$ cat src/rtl/ad_sample_packer.sv
// Decimates 12-bit ADC samples into a small FIFO and streams each one as two
// tagged bytes ({SYNC_NIBBLE, w[11:8]} then w[7:0]) over a valid/ready handshake.
module ad_sample_packer #(
   parameter int          SAMPLE_DIV  = 5000,
   parameter int          FIFO_DEPTH  = 16,
   parameter logic [3:0]  SYNC_NIBBLE = 4'hA
) (
   input  logic                          clk,
   input  logic                          rst,
   input  logic                          sample_en,
   input  logic [11:0]                   ad_data,
   output logic [7:0]                    tx_data,
   output logic                          tx_data_valid,
   input  logic                          tx_data_ready,
   output logic [$clog2(FIFO_DEPTH):0]   fifo_level,
   output logic                          overflow
);

   localparam int DIV_W = $clog2(SAMPLE_DIV);
   localparam int PTR_W = $clog2(FIFO_DEPTH);
   localparam int LVL_W = PTR_W + 1;

   typedef enum logic [1:0] {IDLE = 2'd0, SEND_HI = 2'd1, SEND_LO = 2'd2} state_t;

   state_t             state;
   state_t             state_next;
   logic [11:0]        ad_q;
   logic [DIV_W-1:0]   div_cnt;
   logic               strobe;
   logic               full;
   logic               empty;
   logic               wr_en;
   logic               pop;
   logic [11:0]        mem [FIFO_DEPTH];
   logic [PTR_W-1:0]   wr_ptr;
   logic [PTR_W-1:0]   rd_ptr;
   logic [11:0]        rd_word;
   logic [7:0]         lo_byte;
   logic [7:0]         lo_byte_next;
   logic [7:0]         tx_data_next;
   logic               valid_next;

   assign strobe  = sample_en && (div_cnt == DIV_W'(SAMPLE_DIV - 1));
   assign full    = (fifo_level == LVL_W'(FIFO_DEPTH));
   assign empty   = (fifo_level == LVL_W'(0));
   // Full is judged before any same-cycle pop, so a strobe at full always drops.
   assign wr_en   = strobe && !full;
   assign rd_word = mem[rd_ptr];

   // Input register and decimation counter
   always_ff @(posedge clk) begin
      if (rst) begin
         ad_q    <= 12'd0;
         div_cnt <= '0;
      end else begin
         ad_q <= ad_data;
         if (!sample_en || strobe) begin
            div_cnt <= '0;
         end else begin
            div_cnt <= div_cnt + DIV_W'(1);
         end
      end
   end

   // FIFO storage
   always_ff @(posedge clk) begin
      if (wr_en) begin
         mem[wr_ptr] <= ad_q;
      end
   end

   // FIFO pointers, occupancy and sticky overflow
   always_ff @(posedge clk) begin
      if (rst) begin
         wr_ptr     <= '0;
         rd_ptr     <= '0;
         fifo_level <= '0;
         overflow   <= 1'b0;
      end else begin
         if (wr_en) begin
            wr_ptr <= wr_ptr + PTR_W'(1);
         end
         if (pop) begin
            rd_ptr <= rd_ptr + PTR_W'(1);
         end
         case ({wr_en, pop})
            2'b10:   fifo_level <= fifo_level + LVL_W'(1);
            2'b01:   fifo_level <= fifo_level - LVL_W'(1);
            default: fifo_level <= fifo_level;
         endcase
         if (strobe && full) begin
            overflow <= 1'b1;
         end
      end
   end

   // Frame FSM state and registered byte outputs
   always_ff @(posedge clk) begin
      if (rst) begin
         state         <= IDLE;
         tx_data       <= 8'd0;
         tx_data_valid <= 1'b0;
         lo_byte       <= 8'd0;
      end else begin
         state         <= state_next;
         tx_data       <= tx_data_next;
         tx_data_valid <= valid_next;
         lo_byte       <= lo_byte_next;
      end
   end

   // Frame FSM next-state and next-output logic
   always_comb begin
      state_next   = state;
      tx_data_next = tx_data;
      valid_next   = tx_data_valid;
      lo_byte_next = lo_byte;
      pop          = 1'b0;
      case (state)
         IDLE: begin
            if (!empty) begin
               pop          = 1'b1;
               tx_data_next = {SYNC_NIBBLE, rd_word[11:8]};
               lo_byte_next = rd_word[7:0];
               valid_next   = 1'b1;
               state_next   = SEND_HI;
            end else begin
               valid_next   = 1'b0;
               state_next   = IDLE;
            end
         end
         SEND_HI: begin
            if (tx_data_ready) begin
               tx_data_next = lo_byte;
               state_next   = SEND_LO;
            end else begin
               state_next   = SEND_HI;
            end
         end
         SEND_LO: begin
            if (tx_data_ready) begin
               valid_next = 1'b0;
               state_next = IDLE;
            end else begin
               state_next = SEND_LO;
            end
         end
         default: begin
            valid_next = 1'b0;
            state_next = IDLE;
         end
      endcase
   end

endmodule
$ cat config.mk
export PLATFORM = sky130hd
export DESIGN_NAME = ad_sample_packer
export DESIGN_NICKNAME = d
export VERILOG_FILES = /design/src/rtl/ad_sample_packer.sv
export SDC_FILE = /design/constraint.sdc
export NUM_CORES = 1
export LEC_CHECK = 0
export CORE_MARGIN = 2
export CORE_UTILIZATION = 44
export DETAILED_ROUTE_END_ITERATION = 10
export PLACE_DENSITY = 0.7
export SKIP_CTS_REPAIR_TIMING = 1
export SLEW_MARGIN = 20
export SYNTH_ARGS = -nofsm -noshare
export SYNTH_HDL_FRONTEND = slang
export SYNTH_SLANG_ARGS = --single-unit
$ cat constraint.sdc
create_clock -name clk -period 3.6 [get_ports clk]
set_input_delay 0.72 -clock clk [delete_from_list [all_inputs] [get_ports clk]]
set_output_delay 0.72 -clock clk [all_outputs]
set_load 0.02 [all_outputs]
==> results of run 1 <==
## worst max-delay path: stages, from the launching register on
cell     delay, ps
dfxtp_1        370
or4_4          620
or2_0          400
nand3_1        200
ha_1           340
xor2_1         130
ha_1           200
a21oi_1        220
a22oi_1        130
a31oi_1        230
mux2_2         350
## sequential cells by signal (all words and copies together), names as in the netlist, named ones only
register,flops
ad_q,12
div_cnt,13
fifo_level,5
lo_byte,8
mem,192
overflow,1
rd_ptr,4
state,2
tx_data,8
tx_data_valid,1
wr_ptr,4
## metrics by stage
step / hold slack [ps] / power, mW / instances / setup WS, ps / utilization [%]
global placement: 453 / 4.32 / 890 / 442 / 47.4
floorplan: 442 / 4.11 / 590 / 358 / -
CTS: 476 / 7.08 / 938 / 290 / 51.3
finish: 473 / 7.02 / 938 / 281 / 51.3
detailed placement: 468 / 4.38 / 890 / 307 / 47.4
global route: 495 / 7.30 / 938 / 34.4 / 51.3
## final cells by class
type                    count  area (sq um)  share of cell area [%]
flip-flops and latches    254          7010                    60.8
multi-input cells         288          2800                    24.2
clock buffers              33           707                    6.13
repair buffers             51           455                    3.95
well taps                 285           357                    3.09
clock inverters            15           165                    1.43
inverters                  12          45.0                   0.390
## Yosys cell counts (3+ instances only)
library cell	number
nand3_1	11
buf_6	4
and4_1	4
nor2b_1	15
o221ai_1	8
nand2b_1	4
buf_2	13
nand4_1	11
nor3_1	6
clkbuf_1	16
mux4_2	48
a311oi_1	3
nand3b_1	9
nand2_1	4
a21oi_1	13
edfxtp_1	192
inv_1	12
or3_1	3
mux2i_1	26
xor2_1	16
dfxtp_1	62
nor2_1	51
ha_1	9
a2111oi_0	5
mux2_2	7
## kinds of logic (layout without fill, tap and decap cells)
group,Yosys count,after routing,share of synthesized area (%)
DFF,254,254,70.0
adders and majority gates,9,9,1.12
AOI/OAI and AO/OA,45,45,3.35
muxes,81,81,14.2
and+or+nand+nor,135,135,7.50
xor gates and xnor gates,18,18,1.57
buffers and inverters,48,111,2.30
## how the worst max path moves through the flow
stage / start / endpoint / depth (start not counted)
after global placement: sample_en / fifo_level[4] / 9
after floorplan: fifo_level[2] / fifo_level[4] / 14
after global routing: fifo_level[0] / fifo_level[4] / 10
after CTS: fifo_level[0] / fifo_level[4] / 10
after detailed placement: fifo_level[0] / fifo_level[4] / 10
final: fifo_level[0] / fifo_level[4] / 10
## routing by layer
layer,track usage (%),routed length (microns),up-vias
met5,0,0,-
li1,-,-,2399
met1,22.9,8400,2724
met4,4.59,389,0
met2,28.8,9930,168
met3,2.90,1260,34
## power groups by stage
stage | Sequential (mW) | Combinational (mW) | Clock (mW)
2_1_floorplan | 3.42 | 0.691 | 0
3_3_place_gp | 3.45 | 0.874 | 0
3_5_place_dp | 3.46 | 0.914 | 0
4_1_cts | 3.40 | 0.917 | 2.76
5_1_grt | 3.42 | 1.01 | 2.87
6_report | 3.40 | 0.920 | 2.70
==> summary.md, run 1 <==
| Metric | Value |
|---|---|
| Max Cap Violations | 0 |
| Async set or reset register ratio after synthesis | 0% |
| Seq pwr share | 48.4% |
| Min-delay src | tx_data[4] |
| Clk_skew | between 7 and 8 ps |
| Largest cells by area after synthesis | edfxtp_1 (58%), dfxtp_1 (12%), mux4_2 (11%), mux2i_1 (2.6%), nor2_1 (1.9%) |
| CP required | 4020 ps |
| Final wirelength | about 20 mm |
| Vias in the first global route | 5,284 |
| Clk_lat worst skew | approximately 530 ps |
| Yosys top cell area share | a little under three fifths |
| CTS tree | built |
| Slew headroom | a little over a third |
| Endpoint, Worst Hold | tx_data[4] |
| Min-Delay Path Class | flip-flop to flip-flop |
| R2R setup slack | approximately 280 ps |
| Die X | approximately 150 microns |
| Number of enable flip-flop cells after synthesis | ~190 |
| Fmax | about 300 MHz |
| Sinks on Clock Net | 254 |
| Commonest non-fill, non-tap cell in the layout | edfxtp_1 |
| Clk pwr share | between 30% and 40% |
| Post-DP HPWL | ~12 mm |
| WL per Instance | between 20 and 25 microns |
| RR Startpoint | fifo_level[0] |
| Final #Nets | between 600 and 700 |
| Max-slew violations | 0 |
| Total track usage | roughly 17% |
| Cells after Synth | roughly 600 |
| Placer Congestion | between 0.7 and 0.8 |
| Fillers | between 1.5k and 2k |
| CP arrival | 3740 ps |
| Internal power | ~5.3 mW |
| Core box area | 22,500 sq um |
| CTS Root Cell | clkbuf_16 |
| Crit Reg-Reg Endpoint | fifo_level[4] |
| Largest net degree at the start of global routing | between 50 and 60 |
| Ys Warns | 0 |
| Unrepaired setup endpoints after global routing | no |
| Initial DRC Count | 377 |
| Critical path class | flip-flop to flip-flop |
| Slew @ Worst Pin | about 1000 ps |
| Most frequent cells in the layout | edfxtp_1 (192), dfxtp_1 (60), nor2_1 (51) |
| Syn_area_per_cell | about 17 sq um |
| Area after DPL | 10,700 sq um |
| Die Y | 155 microns |
| Startpoint type of the worst setup path | flip-flop |
| Post-route cell area | about 12,000 sq um |
| Overflow after GRT | 0 |
| Num ports | 31 |
| Post-synth top area cell | edfxtp_1 |
| Crit path capture type | flip-flop |
| Share of cells above drive strength 1 | about 20% |
| Area Growth Syn to Fin | 15.2% |
| Hold Vio Cnt, Final | 0 |
| Initial Util | 44.5% |
| Clock-pin slew on the worst setup and hold paths | around 60 ps |
| Max FO, Critical Path | 10 |
| First-pass GRT wire length | around 30 mm |
| Sequential area share after synthesis | between 60% and 70% |
| Drt drc | 0 |
| Net Switching | 1.75 mW |
| PwrDens | 609 nW/um^2 |
| Htree depth | 1 |
| DR vias | 5,325 |
| Cell Rows | 55 |
| Ys flop type | edfxtp_1 |
| Initial antenna violation count | 0 |
| Final Cycle Share | approximately 90% |
| Setup total negative slack | 0 ps |
| Pre-antenna DRT Iters | 5 |
| Syn nets | 615 |
| Distinct cell type count after synthesis | 54 |
| Max VDD drop | between 300 and 400 uV |
| Net Sw Frac | 24.9% |
| N_diodes | 0 |
| Cell leakage power | between 3 and 4 nW |
| Mapped Area | about 10,000 sq um |
| Clock tree buffer depth | 3 |
| R2R depth | 10 |
| Fin crit period | about 3300 ps |
| CTS Buf Count | 26 |
| Combinational fraction of design power | 13.1% |
| Final setup violation count | 0 |
| Ratio of routed vias to standard cells | roughly 5.7 |
| Die area | roughly 24,000 sq um |
| #FFs+latches synth | approximately 250 |
| Hold path depth | 2 |
| Outcome | complete, no violations |
| Antenna viol nets, final | 0 |
| Port Buffers | 30 |
(Power assumes the default switching activity.)
==> inputs of run 2 (changes only) <==
--- a/config.mk
+++ b/config.mk
@@ -6,9 +6,9 @@
 export NUM_CORES = 1
 export LEC_CHECK = 0
 export CORE_MARGIN = 2
-export CORE_UTILIZATION = 44
+export CORE_UTILIZATION = 25
 export DETAILED_ROUTE_END_ITERATION = 10
-export PLACE_DENSITY = 0.7
+export PLACE_DENSITY = 0.49
 export SKIP_CTS_REPAIR_TIMING = 1
 export SLEW_MARGIN = 20
 export SYNTH_ARGS = -nofsm -noshare
==> summary.md, run 2 (same netlist as run 1, synthesis figures left out) <==
| Metric | Value |
|---|---|
| Fmax | 308 MHz (+2.2%) |
| Final setup violation count | 0 (unchanged) |
| Max VDD drop | 435 uV (+35%) |
| WL per Instance | 17.8 microns (-17%) |
| Pre-antenna DRT Iters | 7 (+2) |
| Clk pwr share | 39.4% (+0.9 points) |
| Commonest non-fill, non-tap cell in the layout | edfxtp_1 |
| Die area | 41,700 sq um (+74%) |
| Area Growth Syn to Fin | 18.8% |
| Biggest regs | mem (192), div_cnt (13), ad_q (12) |
| Outcome | complete, no violations |
| First-pass GRT wire length | 32.6 mm (+5.4%) |
| Worst path slowest cell | or4_4 |
| Initial Util | 25.3% (-19 points) |
| Initial DRC Count | 285 (-24%) |
| Hold Vio Cnt, Final | 0 (unchanged) |
| Die X | 204 microns (+32%) |
| Combinational fraction of design power | 13.2% (about the same) |
| Startpoint type of the worst setup path | flip-flop |
| Final Cycle Share | 90.2% (-2.0 points) |
| Unrepaired setup endpoints after global routing | no |
| Core box area | 39,600 sq um (+76%) |
| Largest net degree at the start of global routing | 29 (-46%) |
| CTS Root Cell | clkbuf_16 |
| Clk_lat worst skew | 560 ps (+30 ps) |
| Final #Nets | 663 (+0.76%) |
| Net Switching | 1.79 mW (+2.5%) |
| Crit path max-delay family | simple AND/OR/NAND/NOR gates |
| Max FO, Critical Path | 10 (unchanged) |
| Critical path class | flip-flop to flip-flop |
| Clk_skew | 23.6 ps (+16.1 ps) |
| Die Y | 204 microns (+32%) |
| Seq pwr share | 47.4% (-1.0 points) |
| Slew headroom | 43.8% (+9.1 points) |
| Cell leakage power | 3.94 nW (+0.67%) |
| Min-Delay Path Class | flip-flop to flip-flop |
| Port Buffers | 30 (unchanged) |
| Max Cap Violations | 0 (unchanged) |
| Drt drc | 0 (unchanged) |
| Ratio of routed vias to standard cells | 4.29 (-25%) |
| CP arrival | 3670 ps (-70 ps) |
| Slowest cell delay on critical path | 630 ps (about the same) |
| Htree depth | 1 (unchanged) |
| Sinks on Clock Net | 254 (unchanged) |
| Vias in the first global route | 5,180 (-2.0%) |
| Max reg flops | 192 (unchanged) |
| CP Cell Sequence | or4_4, or2_0, nand3_1, ha_1, xor2_1, ha_1, a21oi_1, a22oi_1, a31oi_1, mux2_2 |
| Total track usage | 10.4% (-6.6 points) |
| Fin crit period | 3250 ps (-73.0 ps) |
| Final wirelength | 21.1 mm (+5.5%) |
| DR vias | 5,083 (-4.5%) |
| Antenna viol nets, final | 0 (unchanged) |
| WP buf/inv | 0 (unchanged) |
| Placer Congestion | 0.752 (-2.1%) |
| CP required | 4030 ps (about the same) |
| Most frequent cells in the layout | edfxtp_1 (192), dfxtp_1 (60), nor2_1 (51) |
| Overflow after GRT | 0 (unchanged) |
| Fin Hold WS | 469 ps (-3.35 ps) |
| Reg with most FFs | mem |
| Clock tree buffer depth | 3 (unchanged) |
| N_diodes | 0 (unchanged) |
| Post-DP HPWL | 12.8 mm (+6.1%) |
| Place WS | 364 ps (+56.5 ps) |
| Num ports | 31 (unchanged) |
| CTS tree | built |
| Crit path top cell by count | ha_1 |
| Max-slew violations | 0 (unchanged) |
| Crit path capture type | flip-flop |
| PwrDens | 598 nW/um^2 (-1.8%) |
| Share of cells above drive strength 1 | 20.0% (-0.24 points) |
| Clock-pin slew on the worst setup and hold paths | 60 ps (about the same) |
| Slew @ Worst Pin | 843 ps (-135 ps) |
| CTS Buf Count | 29 (+12%) |
| Worst setup margin | 354 ps (+73.0 ps) |
| Setup total negative slack | 0 ps (unchanged) |
| Internal power | 5.32 mW (+0.77%) |
| Cell Rows | 73 (+33%) |
| Net Sw Frac | 25.2% (+0.31 points) |
| Initial antenna violation count | 0 (unchanged) |
## run 2: cell types whose count changed in the layout (fill, tap and decap cells not counted), sizes merged
cell,delta
buf,+2
bufinv,-2
clkbuf,+11
clkinvlp,-1
inv,+1
clkinv,-3
## run 2: stage by stage
step	instances	instance area, sq um	utilization [%]	power (mW)
CTS	1186	11900	30.0	7.22
finish	1186	11900	30.0	7.11
global placement	1132	11000	27.7	4.37
detailed placement	1132	11000	27.7	4.38
global route	1186	11900	30.0	7.44
floorplan	590	10000	-	4.11
## run 2: per-layer routing
metal,routed length [microns],track usage (%)
met5,0,0
met4,433,3.03
met3,1050,1.87
met2,9810,16.4
met1,9770,14.5
## run 2: final cells by class
cell class,instances,area (sq um)
multi-input cells,288,2800
flip-flops and latches,254,7010
fillers,3942,27700
clock inverters,10,93.8
clock buffers,44,822
well taps,525,657
inverters,12,45.0
repair buffers,53,468
## run 2: power by group through the flow
stage | clock (mW) | sequential [mW] | combinational (mW)
5_1_grt | 3.01 | 3.39 | 1.04
2_1_floorplan | 0 | 3.42 | 0.691
3_5_place_dp | 0 | 3.43 | 0.947
6_report | 2.80 | 3.37 | 0.941
4_1_cts | 2.90 | 3.37 | 0.951
3_3_place_gp | 0 | 3.43 | 0.946
## run 2: worst min-delay path, delay by kind of cell (launching register included)
family	cells	cell delay [ps]
AO/OA/AOI/OAI	1	60
flip-flops	1	310
buffers and inverters	1	50
## run 2: path summary, 6_finish.rpt
check / start / endpoint / slack (ps) / depth (start not counted)
worst max-delay path: fifo_level[0] / fifo_level[4] / 350 / 10
worst min-delay path: lo_byte[5] / tx_data[5] / 470 / 2
worst max register to register: fifo_level[0] / fifo_level[4] / 350 / 10
worst min register to register: lo_byte[5] / tx_data[5] / 470 / 2
